`src/rtl/pe_pkg.sv`:
```
// Shared definitions for the pe_v3 processing element.
// Latency: n/a (types, constants and elaboration-time helpers only).
// Backpressure: n/a.
package pe_pkg;

    typedef enum logic {
        ST_IDLE = 1'b0,
        ST_MUL  = 1'b1
    } pe_state_e;

    // Widest accumulator the saturation helpers can describe.
    localparam int LIM_W = 64;

    // Multiply cycles per product: R multiplier bits retired each cycle.
    function automatic int pe_calc_m(input int d_w, input int r);
        return d_w / r;
    endfunction

    // Largest representable accumulator value, right-aligned in LIM_W bits.
    function automatic logic [LIM_W-1:0] pe_sat_hi(input int w, input bit sgn);
        logic [LIM_W-1:0] ones;
        ones = '1;
        return sgn ? (ones >> (LIM_W - w + 1)) : (ones >> (LIM_W - w));
    endfunction

    // Smallest representable accumulator value (two's complement when signed).
    function automatic logic [LIM_W-1:0] pe_sat_lo(input int w, input bit sgn);
        logic [LIM_W-1:0] one;
        one    = '0;
        one[0] = 1'b1;
        return sgn ? (one << (w - 1)) : '0;
    endfunction

endpackage

```
`src/rtl/pe_shift_add_mul_seq.sv`:
```
// Sequential shift-add multiplier retiring R multiplier bits per cycle.
// Latency: start accepted on an edge, done_o/prod_o valid during the M-th following cycle.
// Backpressure: none; start_i is ignored while a product is in flight.
// Ports: clk, rst (async active-low); start_i with a_i/b_i; done_o pulses with the final prod_o.
module pe_shift_add_mul_seq
    import pe_pkg::*;
#(
    parameter int D_W    = 8,
    parameter int R      = 2,
    parameter int SIGNED = 0
) (
    input  logic             clk,
    input  logic             rst,
    input  logic             start_i,
    input  logic [D_W-1:0]   a_i,
    input  logic [D_W-1:0]   b_i,
    output logic             done_o,
    output logic [2*D_W-1:0] prod_o
);
    localparam int M     = pe_calc_m(D_W, R);
    localparam int P_W   = 2 * D_W;
    localparam int CNT_W = (M > 1) ? $clog2(M) : 1;
    localparam logic [CNT_W-1:0] M_LAST = CNT_W'(M - 1);
    localparam logic SGN = (SIGNED != 0);

    if (D_W % R != 0) begin : g_chk_r
        $error("pe_shift_add_mul_seq: D_W must be a multiple of R");
    end

    logic             run_q;
    logic [CNT_W-1:0] step_q;
    logic [P_W-1:0]   mcand_q;
    logic [D_W-1:0]   mplier_q;
    logic [P_W-1:0]   psum_q;
    logic             neg_q;

    logic             a_neg, b_neg;
    logic [D_W-1:0]   a_mag, b_mag;
    logic [P_W-1:0]   part;
    logic             last;

    // Signed operands are multiplied as magnitudes; -2^(D_W-1) still fits unsigned.
    always_comb begin
        a_neg = SGN & a_i[D_W-1];
        b_neg = SGN & b_i[D_W-1];
        a_mag = a_neg ? (~a_i + 1'b1) : a_i;
        b_mag = b_neg ? (~b_i + 1'b1) : b_i;
    end

    // R partial products of the already-shifted multiplicand added this cycle.
    always_comb begin
        part = psum_q;
        for (int k = 0; k < R; k++) begin
            if (mplier_q[k]) begin
                part = part + (mcand_q << k);
            end
        end
    end

    assign last   = run_q && (step_q == M_LAST);
    assign done_o = last;
    assign prod_o = neg_q ? (~part + 1'b1) : part;

    always_ff @(posedge clk or negedge rst) begin
        if (!rst) begin
            run_q    <= 1'b0;
            step_q   <= '0;
            mcand_q  <= '0;
            mplier_q <= '0;
            psum_q   <= '0;
            neg_q    <= 1'b0;
        end else if (!run_q) begin
            if (start_i) begin
                run_q    <= 1'b1;
                step_q   <= '0;
                mcand_q  <= {{D_W{1'b0}}, a_mag};
                mplier_q <= b_mag;
                psum_q   <= '0;
                neg_q    <= a_neg ^ b_neg;
            end
        end else begin
            psum_q   <= part;
            mcand_q  <= mcand_q << R;
            mplier_q <= mplier_q >> R;
            step_q   <= last ? '0 : step_q + 1'b1;
            run_q    <= !last;
        end
    end

endmodule

```
`src/rtl/pe_v3.sv`:
```
// Processing element: sequential MAC with operand forwarding and an accumulator drain chain.
// Latency: operands/in_en forwarded 1 cycle; accumulator updated M = D_W/R cycles after acceptance.
// Backpressure: none; in_en while busy is dropped and flags err, drain chain never stalls.
// Ports: clk, rst (async active-low); init/in_en/in_a/in_b -> out_a/out_b/out_en;
//        in_data/in_valid -> out_data/out_valid (upstream wins over local reserve); busy; err (sticky).
module pe_v3
    import pe_pkg::*;
#(
    parameter int D_W      = 8,
    parameter int ACC_W    = 2 * D_W,
    parameter int R        = 2,
    parameter int SIGNED   = 0,
    parameter int SATURATE = 0,
    parameter int I        = 1,
    parameter int J        = 1
) (
    input  logic             clk,
    input  logic             rst,
    input  logic             init,
    input  logic             in_en,
    input  logic [D_W-1:0]   in_a,
    input  logic [D_W-1:0]   in_b,
    output logic [D_W-1:0]   out_a,
    output logic [D_W-1:0]   out_b,
    output logic             out_en,
    input  logic [ACC_W-1:0] in_data,
    input  logic             in_valid,
    output logic [ACC_W-1:0] out_data,
    output logic             out_valid,
    output logic             busy,
    output logic             err
);
    localparam int M     = pe_calc_m(D_W, R);
    localparam int P_W   = 2 * D_W;
    localparam int EXT_W = ACC_W + 1;
    localparam int CNT_W = (M > 1) ? $clog2(M) : 1;
    localparam logic [CNT_W-1:0] M_LAST = CNT_W'(M - 1);
    localparam logic SGN = (SIGNED != 0);
    localparam logic SAT = (SATURATE != 0);
    localparam logic [LIM_W-1:0] HI_W = pe_sat_hi(ACC_W, SGN);
    localparam logic [LIM_W-1:0] LO_W = pe_sat_lo(ACC_W, SGN);
    localparam logic [ACC_W-1:0] SAT_HI = HI_W[ACC_W-1:0];
    localparam logic [ACC_W-1:0] SAT_LO = LO_W[ACC_W-1:0];

    if (ACC_W < 2 * D_W) begin : g_chk_acc
        $error("pe_v3: ACC_W must be >= 2*D_W");
    end
    if (I < 0 || J < 0) begin : g_chk_coord
        $error("pe_v3: array coordinates must be non-negative");
    end

    pe_state_e        state_q, state_d;
    logic [CNT_W-1:0] cnt_q, cnt_d;
    logic             init_q, drop_q;
    logic [ACC_W-1:0] acc_q, acc_d;
    logic             acc_live_q, acc_live_d;
    logic [ACC_W-1:0] res_q, res_d;
    logic             res_full_q, res_full_d;
    logic             err_q;
    logic [D_W-1:0]   out_a_q, out_b_q;
    logic             out_en_q;
    logic [ACC_W-1:0] out_data_q, out_data_d;
    logic             out_valid_q, out_valid_d;

    logic             accept, need_res, res_load, res_clash, busy_hit;
    logic             mul_done;
    logic [P_W-1:0]   mul_prod;
    logic [EXT_W-1:0] prod_x, base_x, sum_x;
    logic [ACC_W-1:0] acc_next;

    assign accept    = (state_q == ST_IDLE) && in_en;
    assign busy_hit  = (state_q == ST_MUL) && in_en;
    // A new tile's first pair evicts the previous tile's result into the reserve.
    assign need_res  = accept && init && acc_live_q;
    assign res_load  = need_res && !res_full_q;
    assign res_clash = need_res && res_full_q;

    pe_shift_add_mul_seq #(
        .D_W   (D_W),
        .R     (R),
        .SIGNED(SIGNED)
    ) u_mul (
        .clk    (clk),
        .rst    (rst),
        .start_i(accept),
        .a_i    (in_a),
        .b_i    (in_b),
        .done_o (mul_done),
        .prod_o (mul_prod)
    );

    // FSM: state register.
    always_ff @(posedge clk or negedge rst) begin
        if (!rst) begin
            state_q <= ST_IDLE;
            cnt_q   <= '0;
        end else begin
            state_q <= state_d;
            cnt_q   <= cnt_d;
        end
    end

    // FSM: next state.
    always_comb begin
        state_d = state_q;
        cnt_d   = cnt_q;
        unique case (state_q)
            ST_IDLE: begin
                if (in_en) begin
                    state_d = ST_MUL;
                    cnt_d   = '0;
                end
            end
            ST_MUL: begin
                if (cnt_q == M_LAST) begin
                    state_d = ST_IDLE;
                    cnt_d   = '0;
                end else begin
                    cnt_d = cnt_q + 1'b1;
                end
            end
            default: begin
                state_d = ST_IDLE;
                cnt_d   = '0;
            end
        endcase
    end

    // One extra bit of headroom exposes overflow for the saturation decision.
    always_comb begin
        prod_x   = {{(EXT_W - P_W){SGN & mul_prod[P_W-1]}}, mul_prod};
        base_x   = init_q ? '0 : {SGN & acc_q[ACC_W-1], acc_q};
        sum_x    = base_x + prod_x;
        acc_next = sum_x[ACC_W-1:0];
        if (SAT) begin
            if (SGN) begin
                if (sum_x[EXT_W-1] != sum_x[EXT_W-2]) begin
                    acc_next = sum_x[EXT_W-1] ? SAT_LO : SAT_HI;
                end
            end else if (sum_x[EXT_W-1]) begin
                acc_next = SAT_HI;
            end
        end
    end

    always_comb begin
        acc_d      = acc_q;
        acc_live_d = acc_live_q;
        if (mul_done && !drop_q) begin
            acc_d      = acc_next;
            acc_live_d = 1'b1;
        end
    end

    // Drain chain: upstream traffic first, then the local reserve.
    always_comb begin
        out_data_d  = out_data_q;
        out_valid_d = 1'b0;
        res_d       = res_q;
        res_full_d  = res_full_q;
        if (in_valid) begin
            out_data_d  = in_data;
            out_valid_d = 1'b1;
        end else if (res_full_q) begin
            out_data_d  = res_q;
            out_valid_d = 1'b1;
            res_full_d  = 1'b0;
        end
        if (res_load) begin
            res_d      = acc_q;
            res_full_d = 1'b1;
        end
    end

    always_ff @(posedge clk or negedge rst) begin
        if (!rst) begin
            init_q      <= 1'b0;
            drop_q      <= 1'b0;
            acc_q       <= '0;
            acc_live_q  <= 1'b0;
            res_q       <= '0;
            res_full_q  <= 1'b0;
            err_q       <= 1'b0;
            out_a_q     <= '0;
            out_b_q     <= '0;
            out_en_q    <= 1'b0;
            out_data_q  <= '0;
            out_valid_q <= 1'b0;
        end else begin
            if (accept) begin
                init_q <= init;
                drop_q <= res_clash;
            end
            acc_q       <= acc_d;
            acc_live_q  <= acc_live_d;
            res_q       <= res_d;
            res_full_q  <= res_full_d;
            err_q       <= err_q | busy_hit | res_clash;
            out_a_q     <= in_a;
            out_b_q     <= in_b;
            out_en_q    <= in_en;
            out_data_q  <= out_data_d;
            out_valid_q <= out_valid_d;
        end
    end

    assign out_a     = out_a_q;
    assign out_b     = out_b_q;
    assign out_en    = out_en_q;
    assign out_data  = out_data_q;
    assign out_valid = out_valid_q;
    assign busy      = (state_q == ST_MUL);
    assign err       = err_q;

endmodule

```
`config.mk`:
```
export PLATFORM = sky130hd
export DESIGN_NAME = pe_v3
export DESIGN_NICKNAME = d
export VERILOG_FILES = /design/src/rtl/pe_pkg.sv /design/src/rtl/pe_shift_add_mul_seq.sv /design/src/rtl/pe_v3.sv
export SDC_FILE = /design/constraint.sdc
export NUM_CORES = 1
export LEC_CHECK = 0
export CAP_MARGIN = 0
export CORE_ASPECT_RATIO = 1.75
export CORE_MARGIN = 4
export CORE_UTILIZATION = 40
export DETAILED_ROUTE_END_ITERATION = 7
export HOLD_SLACK_MARGIN = 0.05
export RECOVER_POWER = 100
export SLEW_MARGIN = 10
export SYNTH_ARGS = -nofsm -noshare
export SYNTH_HDL_FRONTEND = slang
export SYNTH_SLANG_ARGS = --single-unit
```
`constraint.sdc`:
```
create_clock -name clk -period 7.6 [get_ports clk]
set_input_delay 1.52 -clock clk [delete_from_list [all_inputs] [get_ports clk]]
set_output_delay 1.52 -clock clk [all_outputs]
set_load 0.1 [all_outputs]
```
# Word-level counts from Yosys, hierarchy flattened
# Cells that the tools add are included.
[totals] ff_bits=117 word_cells=70 out_inout_bits=36
[classes] n_eq_ne=4 n_reduce_logical=13 muxes=26 bitwise_logic=3 add_sub_neg=5
[ops] op="two-way mux 16 bit" count=9
[ops] op="adder 16 bit" count=3
[ops] op="two-way mux 8 bit" count=2
[ops] op="two-way mux 2 bit" count=5
[ops] op="logical AND 1 bit" count=8
[ops] op="two-way mux 1 bit" count=8
[ops] op="adder 2 x 1 -> 2 bit, second input constant" count=2
[ops] op="equality test 2 bit, second input constant" count=2
[ops] op="case mux 2 bit (2 select lines)" count=1
[ops] op="nonzero test 2 bit" count=2
[ops] op="zero test 1 bit" count=3
[ops] op="inequality test 2 x 1 -> 1 bit, second input constant" count=1
[ops] op="inequality test 2 bit, second input constant" count=1
[ops] op="OR 1 bit" count=2
[ops] op="case mux 1 bit (2 select lines)" count=1
[ops] op="NOT 1 bit" count=1

# Depth between registers and ports, before layout
[depth] depth_word=6 mapped_depth=27 mapped_depth_nobuf=27

# Hierarchy
# From an unflattened synthesis, not the netlist that was laid out.
[hier_totals] cells_unflattened=743 hier_area_um2=7193.1
[by_module_without_submodules] mod="pe_shift_add_mul_seq" seq_area_each_um2=1076.0 area_per_inst_um2=3611.0 n_inst=1 cells_each=418
[by_module_without_submodules] mod="pe_v3" seq_area_each_um2=1851.8 area_per_inst_um2=3582.2 n_inst=1 cells_each=325

# Worst setup path after synthesis
# No wires, ideal clock.
[synth_path] path_kind="flip-flop to flip-flop" from="reg u_mul.mcand_q[0]" to="reg acc_q[15]" arrival_ps=5177 period_less_slack_ps=5304 required_ps=7473 n_path_buf=0 path_slack_ps=2296 stages_incl_launch_ff=28 cell_sequence="dfrtp_1 -> ha_1 -> fa_1 -> a21o_1 -> a21o_1 -> a2111o_1 -> a21oi_1 -> xnor2_1 -> mux2i_1 -> inv_1 -> ha_1 -> a21o_1 -> a21oi_1 -> o31ai_1 -> o31ai_2 -> o21ai_0 -> xor2_1 -> nor2_1 -> a31oi_1 -> ha_1 -> o41ai_1 -> inv_1 -> nand4_1 -> and4_1 -> a311o_1 -> nor3_1 -> nor4b_1 -> nand3b_1"
[synth_between] elab_chain_len=5
[synth_rtl] element="start, declared" line_no="pe_shift_add_mul_seq.sv:32" rtl="logic [P_W-1:0] mcand_q;"
[synth_rtl] element="start signal, assigned" line_no="pe_shift_add_mul_seq.sv:76" rtl="mcand_q <= {{D_W{1'b0}}, a_mag};"
[synth_rtl] element="start signal, assigned" line_no="pe_shift_add_mul_seq.sv:83" rtl="mcand_q <= mcand_q << R;"
[synth_rtl] element="adder 16 bit" line_no="pe_shift_add_mul_seq.sv:55" rtl="part = part + (mcand_q << k);"
[synth_rtl] element="two-way mux 16 bit" line_no="pe_shift_add_mul_seq.sv:54" rtl="if (mplier_q[k]) begin"
[synth_rtl] element="adder 16 bit" line_no="pe_shift_add_mul_seq.sv:55"
[synth_rtl] element="two-way mux 16 bit (*)" line_no="pe_shift_add_mul_seq.sv:54"
[synth_rtl] element="adder 16 bit (*)" line_no="pe_v3.sv:133" rtl="sum_x = base_x + prod_x;"
[synth_rtl] element="end signal, assigned" line_no="pe_v3.sv:179" rtl="acc_q <= '0;"
[synth_rtl] element="end signal, assigned" line_no="pe_v3.sv:194" rtl="acc_q <= acc_d;"
[synth_rtl] element="end, declared" line_no="pe_v3.sv:55" rtl="logic [ACC_W-1:0] acc_q, acc_d;"
# Every way passes the cells marked *; elsewhere a longest branch is shown, timed or not.
# A chain may end at the register's enable or synchronous reset.

# Worst setup path in the final report
# Ends and elaborated chain as after synthesis.

==> qor.yml <==
outcome:
  outcome: "finished with violations"
  violations: "max-capacitance violations, max-slew violations"
placed_design:
  hpwl_um: 11300
  port-buffer-count: 72
  dpl-instance-area_mm2: 0.00796
  place_inst: 1001
  place.gp.congestion: 0.895
setup_path:
  path_class: "flop to flop"
  cp_max_fo: 4
  cp.required_ns: 7.89
  cp_slowest_cell: "a2111o_1"
  slowest_delay_ns: 0.46
  arrival_ns: 6.30
  end_kind: "flop"
  startpoint_type: "flop"
power:
  ir_worst_vdd_uv: 182
  p_seq_share_pct: 27.7
  power_frac_comb_pct: 51.4
  p_leak_nw: 3.94
  p_int_mw: 2.10
  clockPowerShare_pct: 20.9
  p_sw_mw: 1.63
  power_density_mw_per_mm2: 438
  finalPower_mw: 3.72
  switching_share_pct: 43.7
finish:
  syn_to_final_growth_pct: 20.8
  diodes: 0
  drive_gt1_share_pct: 9.48
  layout.cells.non_filler: 1033
  nets: 876
  stdcell_area_mm2: 0.00851
floorplanning:
  core_area_mm2: 0.0174
  start_util_pct: 40.5
  rows: 64
  fp.dieW_um: 108
  die_area_mm2: 0.0199
  fp.dieH_um: 184
  io_pins: 73
route:
  drc_errors: 0
  dr_total_vias: 5518
  wire_per_inst_um: 15.2
  drt_wl_total_um: 15700
  ant_nets: 0
  dr.pass1.iters: 4
  drtIter0Drc: 201
  viasPerCell: 5.34
yosys:
  yosysWarnings: 0
  yosys_most_used_dff: "dfrtp_1"
  syn_inst: 727
  netlist_area_mm2: 0.00704
  synth_area_leaders: "dfrtp_1 (42%), ha_1 (8.4%), nand2_1 (6.2%)"
  synth_top_area_share_pct: 41.6
  synthTopCellsByCount: "dfrtp_1 (117), nand2_1 (116), o21ai_0 (83), ha_1 (47), mux2i_1 (39)"
  avgSynthCellArea_um2: 9.69
  synth_edf_count: 0
  synth_most_common_cell: "dfrtp_1"
  synth_area_leader_cell: "dfrtp_1"
  yosysUniqueCellTypes: 60
  async_reset_ff_share_pct: 100
  synth-seq-cells: 117
  seq_area_frac_synth_pct: 41.6
  synth_nets: 814
grt:
  antenna_found_initial: 0
  grt_max_degree: 82
  grt_pass1_wl_um: 27100
  overflow: 0
  grt_pass1_vias: 5831
  grt_usage_pct: 16.7
clock_tree:
  cts_root_buffer: "clkbuf_16"
  cts_sinks: 117
  clock_path_buffers: 2
  ctsResizeCount: 0
  clkLatencyLatePin_ns: 0.41
  cts_buffers: 17
  post-cts-setup-buffers: 0
  ctsHoldBuffers: 0
  cts.htree.levels: 4
  tritoncts: "built"
  path_clk_slew_ns: 0.06
timing:
  worst_clock_skew_ns: 0.0128
  worst_slew_pin_slew_ns: 3.35
  slew_viol_final: 108
  period_minus_slack_ns: 6.02
  max_slew_margin_pct: -123
  setup_violations: 0
  rsz0062_at_grt: "false"
  hold_ws_ns: 0.448
  max_freq_mhz: 166
  hold_viol_final: 0
  tns_ns: 0
  fin_crit_sh_pct: 79.2
flow_run:
  max-cap-violations: 2
worst_hold_path:
  hp-class: "flop to flop"
## power by group through the flow
stage	sequential, mW	combinational (mW)	clock, mW
floorplan	1.12	1.42	0
global placement	1.03	1.87	0
detailed placement	1.04	1.92	0
CTS	1.03	1.94	0.801
global route	1.07	2.16	0.824
finish	1.03	1.91	0.779
## layout make-up
cell class / instances / area [µm²]
fill: 1636 / 8870
clock buffer: 19 / 453
sequential: 117 / 2930
multi-input combinational: 562 / 3920
timing repair buffer: 77 / 742
clock inverter: 13 / 123
tap: 231 / 289
inverter: 14 / 52.6
## state kept, by name, indices dropped and copies added (netlist names), 2 cells and up
signal          flops
acc_q              16
out_data           16
res_q              16
u_mul.mcand_q      16
u_mul.psum_q       16
out_a               8
out_b               8
u_mul.mplier_q      8
cnt_q               2
u_mul.step_q        2
## path summary, 6_finish.rpt
kind,from,slack (ns),end,cells past startpoint
setup / recovery,u_mul.mcand_q[0],1.58,acc_q[15],27
hold / removal,err,0.45,err,1
setup reg to reg,u_mul.mcand_q[0],1.58,acc_q[15],27
hold reg to reg,err,0.45,err,1
max in group asynchronous,rst,2.61,acc_q[2],2
min in group asynchronous,rst,2.22,u_mul.mcand_q[13],1
## per-stage QoR
stage / setup slack, ns / util (%)
CTS: 1.71 / 49.1
global placement: 1.88 / 45.8
global route: 1.03 / 49.0
finish: 1.58 / 49.0
detailed placement: 1.73 / 45.8
floorplan: 2.30 / -
## cell usage in the layout (no fill, tap or decap), drive strengths merged, types with 9 or more instances in the layout
cell type,synthesis,layout
nor2b,20,20
dlygate4sd3,0,55
inv,14,18
dfrtp,117,117
xnor2,16,16
nand2,116,116
nand2b,11,11
clkbuf,26,23
xor2,17,17
o21a,9,9
a21oi,34,34
nor2,23,23
mux2,33,33
o21ai,89,89
clkdlybuf4s50,0,16
ha,47,47
mux2i,39,39
a21o,21,21
## layer usage
layer | track usage [%] | up-vias | wire length (µm)
li1 | - | 2722 | -
met1 | 19.3 | 2688 | 6600
met2 | 30.6 | 84 | 8430
met3 | 2.64 | 24 | 373
met4 | 6.37 | 0 | 326
met5 | 0 | - | 0
## critical path: cells and delay by family (launching register included)
kind | cells | cell delay (ns)
buffers and inverters | 2 | 0.21
XOR/XNOR | 2 | 0.25
flip-flops | 1 | 0.41
multiplexers | 1 | 0.18
adder cells (fa/ha/maj) | 4 | 1.38
AO/OA/AOI/OAI | 12 | 2.58
AND/OR/NAND/NOR | 6 | 0.86
## kinds of logic after synthesis
logic type,share of synthesized area (%)
buffers and inverters,2.61
multiplexers,10.8
XOR/XNOR,4.10
flip-flops,41.6
adder cells (fa/ha/maj),9.20
AND/OR/NAND/NOR,13.9
AO/OA/AOI/OAI,17.8
Note: power is estimated with default switching activity, not from simulation.
